$ cat config.mk
export PLATFORM = sky130hd
export DESIGN_NAME = addacc_frame_flat
export DESIGN_NICKNAME = d
export VERILOG_FILES = /design/src/rtl/addacc_frame_if.sv /design/src/rtl/addacc_frame.sv /design/src/flat_wrapper.sv
export SDC_FILE = /design/constraint.sdc
export NUM_CORES = 1
export LEC_CHECK = 0
export BUFFER_PORTS_ARGS = -buffer_cell sky130_fd_sc_hd__buf_2
export CORE_UTILIZATION = 50
export CTS_CLUSTER_SIZE = 10
export DETAILED_ROUTE_END_ITERATION = 8
export GPL_TIMING_DRIVEN = 1
export PLACE_DENSITY = 0.73
export SETUP_SLACK_MARGIN = 0.5
export SLEW_MARGIN = 20
export SYNTH_ARGS = -nofsm -noshare
export SYNTH_HDL_FRONTEND = slang
export SYNTH_SLANG_ARGS = --single-unit
$ cat constraint.sdc
create_clock -name clk -period 2.55 [get_ports clk]
set_clock_uncertainty 0.1 [all_clocks]
set_input_delay 0.1275 -clock clk [delete_from_list [all_inputs] [get_ports clk]]
set_output_delay 0.1275 -clock clk [all_outputs]
set_load 0.05 [all_outputs]
$ cat src/rtl/addacc_frame_if.sv
// Sample-in / frame-result-out bundle for addacc_frame: producer side is the
// master, the accumulator itself is the slave.
interface addacc_frame_if #(
    parameter int WIDTH     = 8,
    parameter int ACC_WIDTH = 16,
    parameter int CNT_W     = 3
);
    logic                 in_valid;
    logic                 in_ready;
    logic [WIDTH-1:0]     a;
    logic [WIDTH-1:0]     b;
    logic                 flush;
    logic                 out_valid;
    logic                 out_ready;
    logic [ACC_WIDTH-1:0] sout;
    logic                 cout;
    logic [CNT_W-1:0]     count;

    modport master (
        output in_valid, a, b, flush, out_ready,
        input  in_ready, out_valid, sout, cout, count
    );

    modport slave (
        input  in_valid, a, b, flush, out_ready,
        output in_ready, out_valid, sout, cout, count
    );
endinterface

$ cat src/rtl/addacc_frame.sv
// Frame accumulator: sums a+b over DEPTH accepted samples (or until flush) and
// holds the frame sum and overflow flag until the sink takes them.
module addacc_frame #(
    parameter int WIDTH     = 8,
    parameter int ACC_WIDTH = 16,
    parameter int DEPTH     = 4,
    parameter bit SATURATE  = 1'b0
) (
    input logic           clk,
    input logic           rd_n,
    addacc_frame_if.slave frm_if
);
    localparam int CNT_W = $clog2(DEPTH + 1);
    localparam int SUM_W = ACC_WIDTH + 1;
    localparam logic [CNT_W-1:0] LAST = CNT_W'(DEPTH - 1);

    typedef enum logic [0:0] {
        ST_ACC,
        ST_DUMP
    } state_e;

    state_e               state_q;
    logic [ACC_WIDTH-1:0] acc_q;
    logic                 ovf_q;
    logic [CNT_W-1:0]     count_q;
    logic [ACC_WIDTH-1:0] sout_q;
    logic                 cout_q;
    logic                 out_valid_q;

    logic [SUM_W-1:0]     sum_ext;
    logic                 carry;
    logic [ACC_WIDTH-1:0] acc_d;
    logic                 ovf_d;
    logic                 accept;
    logic                 close_frame;
    logic [ACC_WIDTH-1:0] res_sum;
    logic                 res_ovf;

    // NOTE: every signal written here gets a default first, so no path can leave it unassigned and infer a latch.
    always_comb begin
        sum_ext     = '0;
        carry       = 1'b0;
        acc_d       = acc_q;
        ovf_d       = ovf_q;
        accept      = 1'b0;
        close_frame = 1'b0;
        res_sum     = acc_q;
        res_ovf     = ovf_q;

        // One extra bit catches the carry; the operands never exceed it since ACC_WIDTH > WIDTH.
        sum_ext = SUM_W'(acc_q) + SUM_W'(frm_if.a) + SUM_W'(frm_if.b);
        carry   = sum_ext[ACC_WIDTH];
        acc_d   = (carry && SATURATE) ? {ACC_WIDTH{1'b1}} : sum_ext[ACC_WIDTH-1:0];
        ovf_d   = ovf_q | carry;

        accept = frm_if.in_valid && (state_q == ST_ACC);

        if (accept) begin
            close_frame = (count_q == LAST) || frm_if.flush;
            res_sum     = acc_d;
            res_ovf     = ovf_d;
        end else if ((state_q == ST_ACC) && frm_if.flush && (count_q != '0)) begin
            // A bare flush closes the open frame as-is; an empty frame is never emitted.
            close_frame = 1'b1;
        end
    end

    // NOTE: sequential state uses non-blocking assignments so every register samples pre-edge values.
    always_ff @(posedge clk or negedge rd_n) begin
        if (!rd_n) begin
            state_q     <= ST_ACC;
            acc_q       <= '0;
            ovf_q       <= 1'b0;
            count_q     <= '0;
            sout_q      <= '0;
            cout_q      <= 1'b0;
            out_valid_q <= 1'b0;
        end else begin
            case (state_q)
                ST_ACC: begin
                    if (close_frame) begin
                        sout_q      <= res_sum;
                        cout_q      <= res_ovf;
                        out_valid_q <= 1'b1;
                        acc_q       <= '0;
                        ovf_q       <= 1'b0;
                        count_q     <= '0;
                        state_q     <= ST_DUMP;
                    end else if (accept) begin
                        acc_q   <= acc_d;
                        ovf_q   <= ovf_d;
                        count_q <= count_q + CNT_W'(1);
                    end
                end
                ST_DUMP: begin
                    // Result stays put until the sink takes it; producer traffic is ignored here.
                    if (frm_if.out_ready) begin
                        out_valid_q <= 1'b0;
                        state_q     <= ST_ACC;
                    end
                end
                default: state_q <= ST_ACC;
            endcase
        end
    end

    assign frm_if.in_ready  = (state_q == ST_ACC);
    assign frm_if.out_valid = out_valid_q;
    assign frm_if.sout      = sout_q;
    assign frm_if.cout      = cout_q;
    assign frm_if.count     = count_q;
endmodule

$ cat src/flat_wrapper.sv
// flat-port wrapper written by rule: the top's interface ports become plain ports
module addacc_frame_flat 
#(
    parameter int WIDTH     = 8,
    parameter int ACC_WIDTH = 16,
    parameter int DEPTH     = 4,
    parameter bit SATURATE  = 1'b0
)
  (clk, rd_n, frm_if_in_valid, frm_if_a, frm_if_b, frm_if_flush, frm_if_out_ready, frm_if_in_ready, frm_if_out_valid, frm_if_sout, frm_if_cout, frm_if_count);
  addacc_frame_if #(.WIDTH(WIDTH), .ACC_WIDTH(ACC_WIDTH), .CNT_W(3)) frm_if_i ();
  input logic clk;
  input logic rd_n;
  input wire logic [$bits(frm_if_i.in_valid)-1:0] frm_if_in_valid;
  input wire logic [$bits(frm_if_i.a)-1:0] frm_if_a;
  input wire logic [$bits(frm_if_i.b)-1:0] frm_if_b;
  input wire logic [$bits(frm_if_i.flush)-1:0] frm_if_flush;
  input wire logic [$bits(frm_if_i.out_ready)-1:0] frm_if_out_ready;
  output wire logic [$bits(frm_if_i.in_ready)-1:0] frm_if_in_ready;
  output wire logic [$bits(frm_if_i.out_valid)-1:0] frm_if_out_valid;
  output wire logic [$bits(frm_if_i.sout)-1:0] frm_if_sout;
  output wire logic [$bits(frm_if_i.cout)-1:0] frm_if_cout;
  output wire logic [$bits(frm_if_i.count)-1:0] frm_if_count;
  assign frm_if_i.in_valid = frm_if_in_valid;
  assign frm_if_i.a = frm_if_a;
  assign frm_if_i.b = frm_if_b;
  assign frm_if_i.flush = frm_if_flush;
  assign frm_if_i.out_ready = frm_if_out_ready;
  assign frm_if_in_ready = frm_if_i.in_ready;
  assign frm_if_out_valid = frm_if_i.out_valid;
  assign frm_if_sout = frm_if_i.sout;
  assign frm_if_cout = frm_if_i.cout;
  assign frm_if_count = frm_if_i.count;
  addacc_frame #(.WIDTH(WIDTH), .ACC_WIDTH(ACC_WIDTH), .DEPTH(DEPTH), .SATURATE(SATURATE)) u_core (.clk(clk), .rd_n(rd_n), .frm_if(frm_if_i));
endmodule
==> run metrics, run 1 <==
classification of the worst setup path=reg -> reg; average via count per standard cell=5.780; Clock Root Buffer=clkbuf_8; Pre-Repair DR Iteration Count=6; Max Freq=356.4 MHz; Leak Pwr=1.400 nW; Max FO, Critical Path=4; maximum buffer depth of the clock tree=2; Post-layout nets=352; result of the run=finished with violations; number of flip-flops and latches in the synthesized netlist=39; number of buffers inserted during clock tree synthesis=5; total track usage=25.59%; largest stage delay on the critical path=0.50 ns; H-tree level count=2; violated checks=setup timing; nature of the critical path startpoint=register; count of antenna-violating nets left after detailed routing=0; period utilisation layout=110.0%; maximum number of pins on one net before global-route repair=40; final hold violation count=0; antenna violations before repair=0; pre-CTS setup slack=-0.3206 ns; setup violators final=14; detailed router's first-iteration violation count=148; number of nets produced by synthesis=288; slew at the pin closest to its max-slew limit=0.8775 ns; count of distinct cell types in the synthesized netlist=53; Max Cap Viol=0; core outline area=0.004444 mm²; final core area utilization=69.93%; worst-skew pair later-pin latency=0.29 ns; DRC violation count after routing=0; slowest CP cell=fa_1; I/O pin count=43; width of the chip=70.83 µm; share of final-layout standard cells stronger than drive strength 1=36.54%; largest vdd supply drop=0.0007232 V; endpoint required time on the critical path=2.66 ns; Post-Syn Instances=247; type of destination of the critical path=register; Power Dens Cells=1379 mW/mm²; ordered list of cells on the worst path=fa_1, ha_2, inv_2, fa_2, and2b_2, o2111ai_4, and3_4, or4_4, a31oi_1; quantity of I/O buffers inserted on ports=42; total clock sinks=39; worst reg-to-reg setup slack=-0.26 ns; RSZ-0062 raised after global routing=yes; std cell rows=24; biggest area contributors in the synthesized netlist=dfrtp_1, fa_1, ha_1; cell type with the highest aggregate area in the netlist=dfrtp_1; die area=0.005016 mm²; via count of the first global-routing pass=2109; top-area cell type share of the netlist area=41.20%; shortest period the worst path allows=2.806 ns; number of warning messages in the yosys log=0; layout overhead on the synthesized area=31.22%; setup_tns=-1.700 ns; clock tree from TritonCTS=built; gate family responsible for the most delay along the worst path=adder cells; most used flip-flop cell after synthesis=dfrtp_1; clock slew at the register clock pins of the worst setup and hold paths=0.07 ns; number of flops mapped to enable cells by yosys=0; first-pass GRT wire length=9970 µm; sum of overflow across all layers after global routing=0; summed area of non-filler cells in the final layout=0.003108 mm²; synthesized area per cell=9.589 µm²; worst hold path class=in -> reg; proportion of register bits with asynchronous set or reset after synthesis=100.0%; cell area after placement=0.002758 mm²; wirelength, routed=5918 µm; max_slew headroom=41.50%; Final Slew Violations=0; fraction of the yosys area taken by sequential cells=41.20%; Crit path buffers/inverters=1; crit path setup slack, layout=-0.2561 ns; WL/cell=16.26 µm; DR vias=2104; number of fill cells=365; data arrival at the endpoint of the critical path=2.91 ns; initial standard-cell utilization of the core=53.29%; Chip Height=70.83 µm; antenna fix cells=0; cell area after technology mapping=0.002369 mm²; last weighted congestion value of the routability-driven placer=0.8486; Overall Power=4.287 mW; final HPWL from detailed placement=4096 µm
tightest hold or removal path: cells and delay by family:
family	cells	cell delay (ns)
buffers and inverters	1	0.11
muxes	1	0.06
and+or+nand+nor	2	0.20
registers in the layout, indices dropped and copies added (netlist names):
signal                   count
u_core.frm_if.cout           1
u_core.ovf_q                 1
u_core.frm_if.count          3
u_core.state_q               1
u_core.acc_q                16
u_core.frm_if.out_valid      1
u_core.frm_if.sout          16
path summary, 6_finish.rpt:
kind | startpoint | to | cells after the start
hold reg to reg | u_core.frm_if.sout[12]$_DFFE_PN0P_ | u_core.frm_if.sout[12]$_DFFE_PN0P_ | 2
min in group asynchronous | rd_n | u_core.frm_if.sout[2]$_DFFE_PN0P_ | 2
max in group asynchronous | rd_n | u_core.frm_if.count[0]$_DFFE_PN0P_ | 2
setup / recovery | u_core.acc_q[1]$_DFFE_PN0N_ | u_core.frm_if.sout[15]$_DFFE_PN0P_ | 9
setup reg to reg | u_core.acc_q[1]$_DFFE_PN0N_ | u_core.frm_if.sout[15]$_DFFE_PN0P_ | 9
hold / removal | frm_if_flush | u_core.acc_q[10]$_DFFE_PN0N_ | 4
power breakdown:
part | switching, mW | internal, mW
clock network | 0.206 | 0.192
logic | 1.74 | 1.09
registers | 0.207 | 0.857
total | 2.15 | 2.14
per-stage QoR:
step / cells / hold slack [ns]
after floorplan: 247 / -0.2681
after global placement: 340 / 0.1997
after detailed placement: 340 / 0.1973
after CTS: 359 / 0.1107
after global routing: 364 / 0.1796
final: 364 / 0.1461
metal layers:
metal	wire length (µm)	share of wire [%]	GRT usage (%)	up-vias
met5	0	0	0	-
met4	95	1.6	8.000	0
met3	264	4.5	4.843	13
met2	2881	49	41.56	71
met1	2677	45	34.98	1011
li1	-	-	-	1009
repair_timing:
| action | 4_1_cts | 5_1_grt |
|---|---|---|
| endpoints found under the setup margin | 32 | 35 |
| pin swaps | 25 | 15 |
| hold buffers | 2 | 0 |
| hold endpoints to repair | 40 | 0 |
| gates cloned | 0 | 0 |
| resized for setup | 27 | 5 |
| buffers inserted | 9 | 5 |
layout by cell type, fill, tap and decap left out, types with 4 or more instances in the layout:
master / synthesis / routed
o2bb2ai_1: 4 / 4
buf_4: 1 / 26
xor2_1: 5 / 4
ha_4: 0 / 4
ha_1: 11 / 6
nand3_1: 6 / 4
dfrtp_1: 39 / 38
o21ai_0: 16 / 7
a21oi_1: 13 / 10
fa_1: 9 / 8
buf_2: 8 / 42
nor2_1: 18 / 17
a31oi_1: 8 / 7
inv_1: 13 / 12
nand2_1: 31 / 31
nand4_1: 5 / 5
clkbuf_8: 0 / 5
o21ai_1: 2 / 11
layout make-up:
type,count,area (µm²),share of cell area [%]
inverters,13,48.80,1.570
well taps,52,65.06,2.093
clock buffers,7,76.32,2.456
multi-input cells,181,1499,48.23
flip-flops and latches,39,977.2,31.44
repair buffers,71,436.7,14.05
clock inverters,1,5.005,0.1610
cell usage after synthesis (4+ instances only):
master,count
nor3_1,4
buf_2,8
a31oi_1,8
o21ai_0,16
nor2_1,18
fa_1,9
dfrtp_1,39
a21oi_1,13
clkbuf_1,5
nand4_1,5
nand3_1,6
inv_1,13
o2bb2ai_1,4
xor2_1,5
nand2_1,31
ha_1,11
kinds of logic after synthesis:
group,share of synthesized area [%]
flip-flops,41.20
AO/OA/AOI/OAI,19.71
buffers and inverters,4.860
AND/OR/NAND/NOR,18.17
multiplexers,0.4226
XOR/XNOR,2.219
adder cells (fa/ha/maj),13.42
(Power assumes the default switching activity.)
==> run 2: changes to the inputs <==
--- a/config.mk
+++ b/config.mk
@@ -6,11 +6,12 @@
 export NUM_CORES = 1
 export LEC_CHECK = 0
 export BUFFER_PORTS_ARGS = -buffer_cell sky130_fd_sc_hd__buf_2
-export CORE_UTILIZATION = 50
+export CORE_UTILIZATION = 25
 export CTS_CLUSTER_SIZE = 10
 export DETAILED_ROUTE_END_ITERATION = 8
 export GPL_TIMING_DRIVEN = 1
-export PLACE_DENSITY = 0.73
+export PLACE_DENSITY = 0.41
+export RECOVER_POWER = 100
 export SETUP_SLACK_MARGIN = 0.5
 export SLEW_MARGIN = 20
 export SYNTH_ARGS = -nofsm -noshare
==> run metrics, run 2 (same netlist as run 1, synthesis figures left out) <==
result of the run=finished with violations (unchanged); violated checks=setup timing (unchanged); antenna violations before repair=0 (unchanged); hold path depth=4 (unchanged); Max Freq=361.6 MHz (was 356.4 MHz); number of buffers inserted during clock tree synthesis=5 (unchanged); setup violators final=14 (unchanged); last weighted congestion value of the routability-driven placer=0.7198 (was 0.8486); relative contribution of sequential cells to total power=22.7% (was 24.8%); Leak Pwr=1.408 nW (was 1.400 nW); met2 wire len=2995 µm (was 2881 µm); highest layer used for signal routing=met4 (unchanged); summed area of non-filler cells in the final layout=0.003402 mm² (was 0.003108 mm²); detailed router's first-iteration violation count=47 (was 148); average via count per standard cell=4.827 (was 5.780); cell area after placement=0.002892 mm² (was 0.002758 mm²); multi-input logic area=0.001609 mm² (was 0.001499 mm²); type of destination of the critical path=register (unchanged); period utilisation layout=108.4% (was 110.0%); sum of overflow across all layers after global routing=0 (unchanged); WHS Endpoint=u_core.acc_q[10]$_DFFE_PN0N_ (unchanged); hold_ws=0.07364 ns (was 0.1461 ns); endpoint of the lowest-slack register-to-register path=u_core.frm_if.sout[15]$_DFFE_PN0P_ (unchanged); maximum buffer depth of the clock tree=2 (unchanged); Clock Root Buffer=clkbuf_8 (unchanged); H-tree level count=2 (unchanged); Hold Crit Start=frm_if_flush (unchanged); clock network power share=11.8% (was 9.3%); most common cell after layout, fill and taps aside=dfrtp_1 (was buf_2); Overall Power=4.696 mW (was 4.287 mW); first-pass GRT wire length=10770 µm (was 9970 µm); worst reg-to-reg setup slack=-0.22 ns (was -0.26 ns); Max Cap Viol=0 (unchanged); I/O pin count=43 (unchanged); post-route insts no fill=434 (was 364); total routed wire length on the met1 layer=3391 µm (was 2677 µm); width of the chip=99.34 µm (was 70.83 µm); Max FO, Critical Path=3 (was 4); setup_tns=-2.000 ns (was -1.700 ns); largest vdd supply drop=0.0004068 V (was 0.0007232 V); depth of the most critical reg-to-reg path=9 (unchanged); endpoint required time on the critical path=2.67 ns (was 2.66 ns); worst-skew pair later-pin latency=0.30 ns (was 0.29 ns); start of the worst register-to-register path=u_core.acc_q[1]$_DFFE_PN0N_ (unchanged); number of fill cells=947 (was 365); final core area utilization=36.99% (was 69.93%); DR vias=2095 (was 2104); Post-layout nets=363 (was 352); data arrival at the endpoint of the critical path=2.89 ns (was 2.91 ns); final hold violation count=0 (unchanged); pre-CTS setup slack=-0.2769 ns (was -0.3206 ns); RSZ-0062 raised after global routing=yes (unchanged); sum of met3 wire segment lengths after detailed routing=220 µm (was 264 µm); WL/cell=15.44 µm (was 16.26 µm); DRC violation count after routing=0 (unchanged); slew at the pin closest to its max-slew limit=1.037 ns (was 0.8775 ns); quantity of I/O buffers inserted on ports=42 (unchanged); final HPWL from detailed placement=4654 µm (was 4096 µm); initial standard-cell utilization of the core=25.76% (was 53.29%); max_slew headroom=30.85% (was 41.50%); Pre-Repair DR Iteration Count=5 (was 6); layout overhead on the synthesized area=43.63% (was 31.22%); Final Slew Violations=0 (unchanged); Seq. cell area=977.2 µm² (unchanged); share of final-layout standard cells stronger than drive strength 1=36.22% (was 36.54%); total clock sinks=39 (unchanged); clock tree from TritonCTS=built (unchanged); total track usage=14.07% (was 25.59%); Power Dens Cells=1380 mW/mm² (was 1379 mW/mm²); maximum number of pins on one net before global-route repair=40 (unchanged); nature of the critical path startpoint=register (unchanged); antenna fix cells=0 (unchanged); Chip Height=99.34 µm (was 70.83 µm); design internal power=2.415 mW (was 2.139 mW); switching power as a share of total power=48.58% (was 50.10%); std cell rows=35 (was 24); top library cells by usage in the layout, fill and taps aside=dfrtp_1, nand2_1, buf_4 (was buf_2, dfrtp_1, nand2_1); wirelength, routed=6701 µm (was 5918 µm); worst hold path class=in -> reg (unchanged); via count of the first global-routing pass=2050 (was 2109); clock slew at the register clock pins of the worst setup and hold paths=0.09 ns (was 0.07 ns); Placed Instances=407 (was 340); crit path setup slack, layout=-0.2153 ns (was -0.2561 ns); die area=0.009867 mm² (was 0.005016 mm²); count of antenna-violating nets left after detailed routing=0 (unchanged); power dissipated by switching net loads=2.282 mW (was 2.148 mW); shortest period the worst path allows=2.765 ns (was 2.806 ns); classification of the worst setup path=reg -> reg (unchanged); core outline area=0.009196 mm² (was 0.004444 mm²); combinational fraction of design power=65.5% (was 65.9%)
run 2: final cells by class:
cell class | count | area share [%]
multi-input cells | 181 | 47.30
flip-flops and latches | 39 | 28.72
repair buffers | 82 | 15.01
well taps | 111 | 4.082
clock buffers | 6 | 2.427
inverters | 13 | 1.434
clock inverters | 2 | 1.030
run 2: critical path, cell delays in order, from the launching register on:
cell and delay, ns:
dfrtp_1 0.40, fa_1 0.50, ha_2 0.18, inv_2 0.04, fa_2 0.33, and2b_2 0.26
o2111ai_4 0.13, and3_4 0.18, or4_4 0.43, a31oi_1 0.14
run 2: timing repair:
action | in CTS | in global routing
hold endpoints to repair | 41 | 0
pin swaps | 14 | 25
hold buffers | 2 | 0
buffers inserted | 9 | 8
gates resized for setup | 20 | 47
setup endpoints to repair | 35 | 34
run 2: power groups by stage:
stage               registers [mW]  logic [mW]  clock network, mW
finish                        1.07        3.08              0.552
global placement              1.07        2.54                  0
CTS                           1.06        2.81              0.581
floorplan                     1.50        1.41                  0
detailed placement            1.07        2.53                  0
global route                  1.11        3.33              0.610
run 2: metal layers:
metal / up-vias / track usage, %
met3: 6 / 2.460
met5: - / 0
li1: 1030 / -
met1: 1016 / 20.12
met2: 43 / 21.37
met4: 0 / 4.864
run 2: worst max path at each step:
stage	end	startpoint	slack (ns)
2_1_floorplan	u_core.frm_if.sout[15]$_DFFE_PN0P_	u_core.acc_q[1]$_DFFE_PN0N_	-0.18
5_1_grt	u_core.frm_if.sout[15]$_DFFE_PN0P_	u_core.acc_q[1]$_DFFE_PN0N_	-0.33
6_report	u_core.frm_if.sout[15]$_DFFE_PN0P_	u_core.acc_q[1]$_DFFE_PN0N_	-0.22
3_3_place_gp	u_core.frm_if.sout[15]$_DFFE_PN0P_	u_core.acc_q[1]$_DFFE_PN0N_	-0.25
4_1_cts	u_core.frm_if.sout[15]$_DFFE_PN0P_	u_core.acc_q[1]$_DFFE_PN0N_	-0.21
3_5_place_dp	u_core.frm_if.sout[15]$_DFFE_PN0P_	u_core.acc_q[1]$_DFFE_PN0N_	-0.28
